**src/rtl/vec_pkg.sv**
```systemverilog
// Shared definitions for the serial vector assembler.
// Output-holding states and default vector width.
package vec_pkg;

  localparam int unsigned VEC_W_DEFAULT = 8;

  typedef enum logic {
    ST_EMPTY = 1'b0,
    ST_FULL  = 1'b1
  } out_state_t;

endpackage

```
**src/rtl/vec_shift_stage.sv**
```systemverilog
// Serial-to-parallel shift register with bit counter.
// Flags the cycle in which the last bit of a word is sampled and exposes that word.
module vec_shift_stage #(
  parameter int unsigned WIDTH     = 8,
  parameter bit          MSB_FIRST = 1'b1
) (
  input  logic                     clk,
  input  logic                     rst_n,
  input  logic                     flush,
  input  logic                     bit_in,
  input  logic                     bit_valid,
  output logic                     word_done,
  output logic [WIDTH-1:0]         word,
  output logic [$clog2(WIDTH)-1:0] bit_cnt
);

  localparam int unsigned CntW = $clog2(WIDTH);

  logic [WIDTH-1:0] sh_q, sh_d, sh_shift;
  logic [CntW-1:0]  cnt_q, cnt_d;
  logic             last_bit;

  if (MSB_FIRST) begin : g_msb
    assign sh_shift = {sh_q[WIDTH-2:0], bit_in};
  end else begin : g_lsb
    assign sh_shift = {bit_in, sh_q[WIDTH-1:1]};
  end

  assign last_bit  = (cnt_q == CntW'(WIDTH - 1));
  // The completed word is the next-state shift value, handed over in the same cycle.
  assign word_done = bit_valid & ~flush & last_bit;
  assign word      = sh_shift;
  assign bit_cnt   = cnt_q;

  always_comb begin
    sh_d  = sh_q;
    cnt_d = cnt_q;
    if (flush) begin
      sh_d  = '0;
      cnt_d = '0;
    end else if (bit_valid) begin
      sh_d  = sh_shift;
      cnt_d = last_bit ? '0 : cnt_q + 1'b1;
    end
  end

  always_ff @(posedge clk or negedge rst_n) begin
    if (!rst_n) begin
      sh_q  <= '0;
      cnt_q <= '0;
    end else begin
      sh_q  <= sh_d;
      cnt_q <= cnt_d;
    end
  end

endmodule

```
**src/rtl/serial_vec_assembler.sv**
```systemverilog
// Deserialises a gated bit stream into WIDTH-bit vectors behind a single-entry
// valid/ready holding register with a sticky overrun flag.
module serial_vec_assembler
  import vec_pkg::*;
#(
  parameter int unsigned WIDTH     = VEC_W_DEFAULT,
  parameter bit          MSB_FIRST = 1'b1
) (
  input  logic                     clk,
  input  logic                     rst_n,
  input  logic                     flush,
  input  logic                     bit_in,
  input  logic                     bit_valid,
  output logic [WIDTH-1:0]         vec_out,
  output logic                     vec_valid,
  input  logic                     vec_ready,
  output logic [$clog2(WIDTH)-1:0] bit_cnt,
  output logic                     overrun
);

  logic             word_done;
  logic [WIDTH-1:0] word;

  out_state_t       state_q, state_d;
  logic [WIDTH-1:0] vec_q, vec_d;
  logic             ovr_q, ovr_d;

  vec_shift_stage #(
    .WIDTH     (WIDTH),
    .MSB_FIRST (MSB_FIRST)
  ) u_shift (
    .clk       (clk),
    .rst_n     (rst_n),
    .flush     (flush),
    .bit_in    (bit_in),
    .bit_valid (bit_valid),
    .word_done (word_done),
    .word      (word),
    .bit_cnt   (bit_cnt)
  );

  always_comb begin
    state_d = state_q;
    vec_d   = vec_q;
    ovr_d   = ovr_q;
    if (flush) begin
      state_d = ST_EMPTY;
      vec_d   = '0;
      ovr_d   = 1'b0;
    end else begin
      unique case (state_q)
        ST_EMPTY: begin
          if (word_done) begin
            vec_d   = word;
            state_d = ST_FULL;
          end
        end
        ST_FULL: begin
          if (vec_ready) begin
            // Consume and refill in one cycle so a streaming source sees no bubble.
            if (word_done) vec_d = word;
            else           state_d = ST_EMPTY;
          end else if (word_done) begin
            ovr_d = 1'b1;
          end
        end
        default: state_d = ST_EMPTY;
      endcase
    end
  end

  always_ff @(posedge clk or negedge rst_n) begin
    if (!rst_n) begin
      state_q <= ST_EMPTY;
      vec_q   <= '0;
      ovr_q   <= 1'b0;
    end else begin
      state_q <= state_d;
      vec_q   <= vec_d;
      ovr_q   <= ovr_d;
    end
  end

  assign vec_out   = vec_q;
  assign vec_valid = (state_q == ST_FULL);
  assign overrun   = ovr_q;

endmodule

```
**config.mk**
```make
export PLATFORM = sky130hd
export DESIGN_NAME = serial_vec_assembler
export DESIGN_NICKNAME = d
export VERILOG_FILES = /design/src/rtl/vec_pkg.sv /design/src/rtl/vec_shift_stage.sv /design/src/rtl/serial_vec_assembler.sv
export SDC_FILE = /design/constraint.sdc
export NUM_CORES = 1
export LEC_CHECK = 0
export ABC_AREA = 1
export CORE_UTILIZATION = 40
export CTS_CLUSTER_DIAMETER = 40
export DETAILED_ROUTE_END_ITERATION = 12
export SLEW_MARGIN = 15
export SYNTH_ARGS = -nofsm -noshare
export SYNTH_HDL_FRONTEND = slang
export SYNTH_SLANG_ARGS = --single-unit
```
**constraint.sdc**
```tcl
create_clock -name clk -period 2.9 [get_ports clk]
set_input_delay 0.58 -clock clk [delete_from_list [all_inputs] [get_ports clk]]
set_output_delay 0.58 -clock clk [all_outputs]
set_load 0.05 [all_outputs]
```
==> results, run 1 <==
- Measured along the x axis, the die boundary spans 49.9 µm.
- On the worst path, the slowest cell contributes a delay of 0.82 ns.
- The count of pins over their slew limit was 0.
- The buffer count from post-CTS setup fixing is 0.
- The number of failing setup endpoints in the final timing report is 0.
- The average via count per standard cell is 4.61.
- The internal portion of the total power is 439 µW.
- The register share of total power is 0.508.
- The root cell of the clock tree is sky130_fd_sc_hd__clkbuf_4.
- Yosys attributes the largest share of cell area to sky130_fd_sc_hd__dfrtp_1 (54%), sky130_fd_sc_hd__nand2_1 (15%), sky130_fd_sc_hd__nor2_8 (4.4%).
- The share of power burned in the clock network is 0.402.
- The pin count of the biggest net entering global routing is 21.
- The floorplan has 16 rows.
- Setup repair after global routing left no endpoint under its margin.
- Broken down by cell family, the worst path's largest delay share belongs to buffers and inverters.
- The static leakage is 0.000576 µW.
- Clock tree synthesis inserted a total of 3 buffers.
- Across all setup checks in the final design, the least slack found is 0.802 ns.
- The worst register-to-register path has a depth of 6.
- For this configuration, the core starts out at a cell density of 0.445.
- Summing over every cut layer, the via total after detailed routing is 645.
- The analysis attributes to net switching a power of 122 µW.
- The number of global-route vias before repair is 563.
- The worst setup path is of the reg2out kind.
- The worst hold path begins at vec_out[7]$_DFFE_PN0P_.
- Derived from the worst setup path, the maximum achievable clock frequency is 477 MHz.
- Of all cell types, the one taking the most synthesized area is sky130_fd_sc_hd__dfrtp_1.
- The minimum clock period is 2.10 ns.
- The clock arrives with 0.00676 ns of skew.
- The CTS H-tree depth is 1.
- The total negative slack is 0 ns.
- CTS saw 20 sinks.
- The gate count of the mapped netlist is 93.
- Global routing finished with a remaining overflow of 0.
- The launch instance of the worst register-to-register path is u_shift.bit_cnt[0]$_DFFE_PN0P_.
- The initial antenna violation count is 0.
- The worst-case setup slack after placement is 0.887 ns.
- In this run the deepest clock path goes through 2 buffers.
- The TritonCTS clock tree is yes.
- The Yosys step of the flow raised 0 warnings.
- In this run the cell area measured after placement is 0.00111 mm².
- Of the available clock period, the critical path in the final layout requires 0.724.
- 0 antenna diodes ended up in the layout.
- The power per cell area is 483 mW/mm².
- The placed instance count is 136.
- The total area inside the core boundary comes to 0.00206 mm².
- In this run the remaining antenna-violating nets after routing total 0.
- The post-synthesis area per instance is 9.88 µm².
- Once the clock tree was built, the resizer swapped 0 gates to a different size.
- The total buffers and inverters traversed by the critical path is 1.
- Once layout is done, the placed cells without fillers occupy 0.00116 mm².
- The number of failing hold endpoints at the final stage is 0.
- The count of buffers added on input and output ports is 18.
- The total I/O pin count is 19.
- For hold timing, the worst endpoint is vec_out[7]$_DFFE_PN0P_.
- The setup slack of the most critical reg-to-reg path is 1.54 ns.
- After clock tree synthesis, the clock-pin slew on the worst setup and hold paths is 0.11 ns.
- Across the VDD grid, the largest voltage drop is 0.290 mV.
- The number of distinct library cells after synthesis is 18.
- The area share of the leading cell type in the synthesized netlist is 0.545.
- The flow ran to the end, and the final reports show no timing, DRC or antenna violations.
- Summed over all layers, the routed wires come to 1490 µm.
- The fraction of layout cells with a size suffix above 1 is 0.115.
- The source-to-sink clock delay at the later pin of the worst-skew pair is 0.30 ns.
- Relative to the synthesized area, the layout overhead comes to 26.6%.
- The reported max-cap violation count is 0.
- For this block, the initial DRC count from the detailed router was 10.
- The transition time at the pin with the least slew margin is 0.875 ns.
- At the worst endpoint, the arrival time is 1.52 ns.
- In this run the tightest slew margin relative to its limit is 0.415.
- For this run, the total global-route usage over all layers was measured as 0.133.
- The path class of the tightest hold or removal check is reg2reg.
- The destination of the worst register-to-register timing path is vec_out[0]$_DFFE_PN0P_.
- Summed over all nets, the half-perimeter wirelength after detailed placement is 1100 µm.
- The startpoint class of the critical path is a flop.
- The die is 49.9 µm tall.
- The total number of nets in the final design is 122.
- For this run, design rule violations remaining after detail routing come to 0.
- The capturing element type of the critical path is an output port.
- The required time of the critical path is 2.32 ns.
- Of the total power, combinational logic draws 0.090.
- The number of instances on the worst hold path is 2.
- The global-route wire length before repair is 2480 µm.
- The slowest library cell on the worst path is sky130_fd_sc_hd__clkdlybuf4s50_1.
- Traced cell by cell, the critical path runs through clkdlybuf4s50_1.
- The number of flip-flops and latches in the synthesized netlist is 20.
- Of all nets on the critical path, the largest fanout is 4.
- The final instance count without filler cells is 140.
- The full die area is 0.00249 mm².
- Routability-driven placement finished with a final weighted congestion of 0.755.
- The number of iterations in the first detailed-routing pass is 4.
- Of the synthesized area, sequential elements account for 0.545.
- The net count after synthesis is 101.
- The switching share of power is 0.218.
- The number of hold buffers added after CTS was 0.
- The mapped netlist covers 918 µm².
- The routed wirelength normalized by instance count is 10.6 µm.
-- state kept, by name, indices dropped and copies added, names as in the netlist --
| name | flops |
|---|---|
| overrun | 1 |
| u_shift.bit_cnt | 3 |
| u_shift.sh_q | 7 |
| vec_out | 8 |
| vec_valid | 1 |
-- area by class of cell --
cell class / count / area, µm²
multi-input cells: 62 / 349
flip-flops and latches: 20 / 500
inverters: 9 / 46.3
repair buffers: 18 / 180
well taps: 27 / 33.8
clock buffers: 3 / 22.5
clock inverters: 1 / 30.0
fillers: 186 / 900
-- synth_stat cells --
master,count
sky130_fd_sc_hd__o31ai_1,1
sky130_fd_sc_hd__nand4_1,1
sky130_fd_sc_hd__o22ai_1,4
sky130_fd_sc_hd__buf_6,2
sky130_fd_sc_hd__o21ai_0,2
sky130_fd_sc_hd__nand3_1,3
sky130_fd_sc_hd__ha_1,2
sky130_fd_sc_hd__nor2_1,5
sky130_fd_sc_hd__inv_12,1
sky130_fd_sc_hd__nand2_2,1
sky130_fd_sc_hd__nand3_4,1
sky130_fd_sc_hd__nor2_8,2
sky130_fd_sc_hd__nor2_4,1
sky130_fd_sc_hd__inv_1,8
sky130_fd_sc_hd__nand2_4,2
sky130_fd_sc_hd__dfrtp_1,20
sky130_fd_sc_hd__a21o_2,1
sky130_fd_sc_hd__nand2_1,36
-- power by group through the flow --
stage          combinational, µW  sequential [µW]  clock (µW)
2_1_floorplan               24.0              299           0
3_3_place_gp                51.1              291           0
3_5_place_dp                51.3              291           0
4_1_cts                     51.5              285         230
5_1_grt                     55.4              286         245
6_report                    50.4              285         226
-- cells in the final DEF, fill, tap and decap left out, types with 3 or more instances in the layout --
master and count:
sky130_fd_sc_hd__nand3_1 3, sky130_fd_sc_hd__inv_1 8, sky130_fd_sc_hd__o22ai_1 4, sky130_fd_sc_hd__nand2_1 36
sky130_fd_sc_hd__dfrtp_1 20, sky130_fd_sc_hd__nor2_1 5, sky130_fd_sc_hd__clkbuf_4 3, sky130_fd_sc_hd__clkdlybuf4s50_1 18
-- per-stage QoR --
stage | hold WS, ns | util | power [µW]
after detailed placement | 0.461 | 0.538 | 342
after global placement | 0.458 | 0.538 | 342
after global routing | 0.506 | 0.564 | 586
after CTS | 0.490 | 0.564 | 567
final | 0.487 | 0.564 | 561
after floorplan | 0.284 | - | 323
-- per-layer routing --
metal / up-vias / track usage / share of wire
li1: 334 / - / -
met1: 290 / 0.195 / 0.52
met2: 19 / 0.178 / 0.43
met4: 0 / 0.0714 / 0.0081
met3: 2 / 0.0278 / 0.042
met5: - / 0 / 0
-- worst max-delay path by stage --
stage / startpoint / cells after the start / slack [ns] / endpoint
after global routing: u_shift.bit_cnt[0]$_DFFE_PN0P_ / 1 / 0.74 / bit_cnt[0]
after CTS: u_shift.bit_cnt[0]$_DFFE_PN0P_ / 1 / 0.79 / bit_cnt[0]
after global placement: flush / 6 / 0.90 / vec_out[0]$_DFFE_PN0P_
after detailed placement: flush / 6 / 0.89 / vec_out[6]$_DFFE_PN0P_
after floorplan: u_shift.bit_cnt[0]$_DFFE_PN0P_ / 6 / 1.35 / vec_out[0]$_DFFE_PN0P_
final: u_shift.bit_cnt[0]$_DFFE_PN0P_ / 1 / 0.80 / bit_cnt[0]
-- cell families (layout without fill, tap and decap cells) --
logic type      after synthesis  in the layout  share of synthesized area
simple gates                 52             52                      0.297
flops                        20             20                      0.545
buf+inv                      11             31                     0.0749
compound gates                8              8                     0.0559
fa+ha+maj                     2              2                     0.0272
Note: power is estimated with default switching activity, not from simulation.
==> run 2: changes to the inputs <==
- PLACE_DENSITY: not set -> 0.67
- clock period: 2.9 -> 1.9 ns (I/O delays scaled with it)
==> results, run 2 (synthesized netlist as in run 1, its figures left out) <==
- The critical path data arrival time is 1.47 ns.
- The most common cell after layout, fill and taps aside is sky130_fd_sc_hd__nand2_1.
- The count of pins over their slew limit is 0.
- The initial antenna violation count is 0.
- In this run the tightest slew margin relative to its limit is 0.644.
- The number of antenna diodes in the final layout is 0.
- STA classifies the critical path startpoint as a flop.
- The critical path is of the reg2out type.
- The clock arrives with 0.00656 ns of skew.
- The largest fanout of any net on the critical path is 2.
- The setup slack of the most critical reg-to-reg path is 0.53 ns.
- The average via count per standard cell is 4.44.
- For this configuration, the core starts out at a cell density of 0.445.
- Detailed placement finished with a half-perimeter wire length of 1110 µm.
- On the final layout, the worst hold slack is 0.403 ns.
- Walking the worst path, the cells encountered are clkdlybuf4s50_1.
- The detailed-route via count is 635.
- The routed wirelength normalized by instance count is 10.1 µm.
- The number of failing hold endpoints at the final stage is 0.
- After clock tree synthesis, the flow added hold-fix buffers numbering 0.
- The source-to-sink clock delay at the later pin of the worst-skew pair is 0.30 ns.
- The transition time at the pin with the least slew margin is 0.532 ns.
- Input and output buffers added on the ports amount to 18.
- The global-route wire length before repair is 2620 µm.
- In this run the remaining antenna-violating nets after routing total 0.
- Fill cells in the final layout number 197.
- Setup repair after global routing left no endpoint under its margin.
- The routed design has 1440 µm of wire.
- The fraction of layout cells with a size suffix above 1 is 0.164.
- The worst hold path belongs to the class in2async.
- The worst-case IR drop observed on VDD is 0.464 mV.
- Power spread over the standard cell area amounts to 647 mW/mm².
- The longest clock path from root to sink contains 2 buffers.
- The floorplan step defined a die boundary enclosing 0.00249 mm².
- The number of setup buffers added after CTS is 0.
- After the first detailed-routing iteration, the DRC count stood at 5.
- The minimum clock period is 1.85 ns.
- Tracing the worst setup path back leads to its startpoint at vec_out[0]$_DFFE_PN0P_.
- Of the available clock period, the critical path in the final layout requires 0.974.
- The number of buffers and inverters on the critical path is 1.
- The pre-antenna-repair detailed-routing pass consisted of 2 iterations.
- The clock net in this run drives a total of 20 sinks.
- In this run the standard cell core region covers 0.00206 mm².
- The remaining global-route overflow is 0.
- The tree is rooted in a sky130_fd_sc_hd__clkbuf_4.
- After clock tree synthesis, the clock-pin slew on the worst setup and hold paths is 0.11 ns.
- The critical path's largest stage delay is 0.80 ns.
- The worst setup path is captured at an output port.
- The worst reg-to-reg path cell count is 6.
- For this run, the top clock speed supported by timing is 540 MHz.
- At the end of routability-driven placement, the weighted congestion stood at 0.751.
- CTS built an H-tree with a depth of 1.
- The slowest library cell on the worst path is sky130_fd_sc_hd__clkdlybuf4s50_1.
- The number of clock buffers added by TritonCTS is 3.
- The launch instance of the worst register-to-register path is u_shift.bit_cnt[0]$_DFFE_PN0P_.
- In this run the vertical extent of the chip is 49.9 µm.
- The static leakage is 0.000645 µW.
- The reported max-cap violation count is 0.
- 19 I/O pins were placed.
- Setup violations remaining at the end of the flow were counted as 0.
- In the post-route analysis, the smallest setup slack over all paths is 0.0486 ns.
- STA puts the critical path data required time at 1.52 ns.
- TritonCTS built the clock tree.
- The register with the most flip-flops in the layout has 8 of them.
- The cell family contributing the most delay on the critical path is buffers and inverters.
- Across every metal layer, demand over resource in global routing totals 0.140.
- The number of global-route vias before repair is 630.
- After floorplanning, the core was divided into 16 placement rows.
- The top cell types in the final layout, fill and taps aside, are sky130_fd_sc_hd__nand2_1 (36), sky130_fd_sc_hd__dfrtp_1 (20), sky130_fd_sc_hd__clkdlybuf4s50_1 (12).
- The endpoint identified for the worst register-to-register timing path is vec_out[2]$_DFFE_PN0P_.
- The horizontal die dimension is 49.9 µm.
- The DRC violation count after routing is 0.
- The flow ran to the end, and the final reports show no timing, DRC or antenna violations.
- The pin count of the biggest net entering global routing is 21.
- The total negative slack is 0 ns.
- At the end of the flow, the number of nets in the layout was 125.
- In this run the number of cells on the critical path is 1.
- Prior to clock tree synthesis, the placed netlist has a worst setup slack of 0.174 ns.
- The synthesis-to-layout area growth is 27.2%.
## run 2: changes by cell type in the layout (fill, tap and decap cells not counted)
cell,change
sky130_fd_sc_hd__dlymetal6s2s_1,+3
sky130_fd_sc_hd__bufinv_16,-1
sky130_fd_sc_hd__clkdlybuf4s50_1,-6
sky130_fd_sc_hd__clkbuf_8,+1
sky130_fd_sc_hd__buf_4,+6
## run 2: repair_timing
action / 4_1_cts / 5_1_grt
resized for setup: 0 / 3
hold endpoints to repair: 0 / 0
endpoints found under the setup margin: 0 / 3
## run 2: power by group
part	switching [µW]	total [µW]	leakage, µW	internal [µW]
Combinational	51.6	79.8	0.000347	28.1
Clock	124	241	0.0000210	117
Sequential	4.06	435	0.000277	431
## run 2: final cells by class
type,instances,area (µm²),share of cell area
Sequential cell,20,500,0.428
Multi-Input combinational cell,62,349,0.299
Inverter,9,46.3,0.0396
Tap cell,27,33.8,0.0289
Timing Repair Buffer,21,203,0.173
Clock buffer,4,36.3,0.0310
## run 2: worst max path at each step
stage / to / slack [ns]
after floorplan: vec_out[0]$_DFFE_PN0P_ / 0.35
after global placement: vec_out[4]$_DFFE_PN0P_ / 0.20
after detailed placement: vec_out[0]$_DFFE_PN0P_ / 0.17
after CTS: vec_out[0] / 0.03
after global routing: vec_out[0] / 0.0007
final: vec_out[0] / 0.05
## run 2: layer usage
metal  global-route usage  part of all wire  vias up  routed length, µm
met4               0.0571             0.016        0                 23
met2                0.216              0.43       16                621
li1                     -                 -      341                  -
met5                    0                 0        -                  0
met3               0.0278             0.039        2                 56
met1                0.190              0.51      276                740
## run 2: stage by stage
stage / area [µm²] / std cells / utilization / total power, µW
2_1_floorplan: 918 / 93 / - / 493
3_3_place_gp: 1120 / 139 / 0.546 / 524
3_5_place_dp: 1120 / 139 / 0.546 / 525
4_1_cts: 1160 / 143 / 0.563 / 768
5_1_grt: 1170 / 143 / 0.567 / 794
6_report: 1170 / 143 / 0.567 / 756
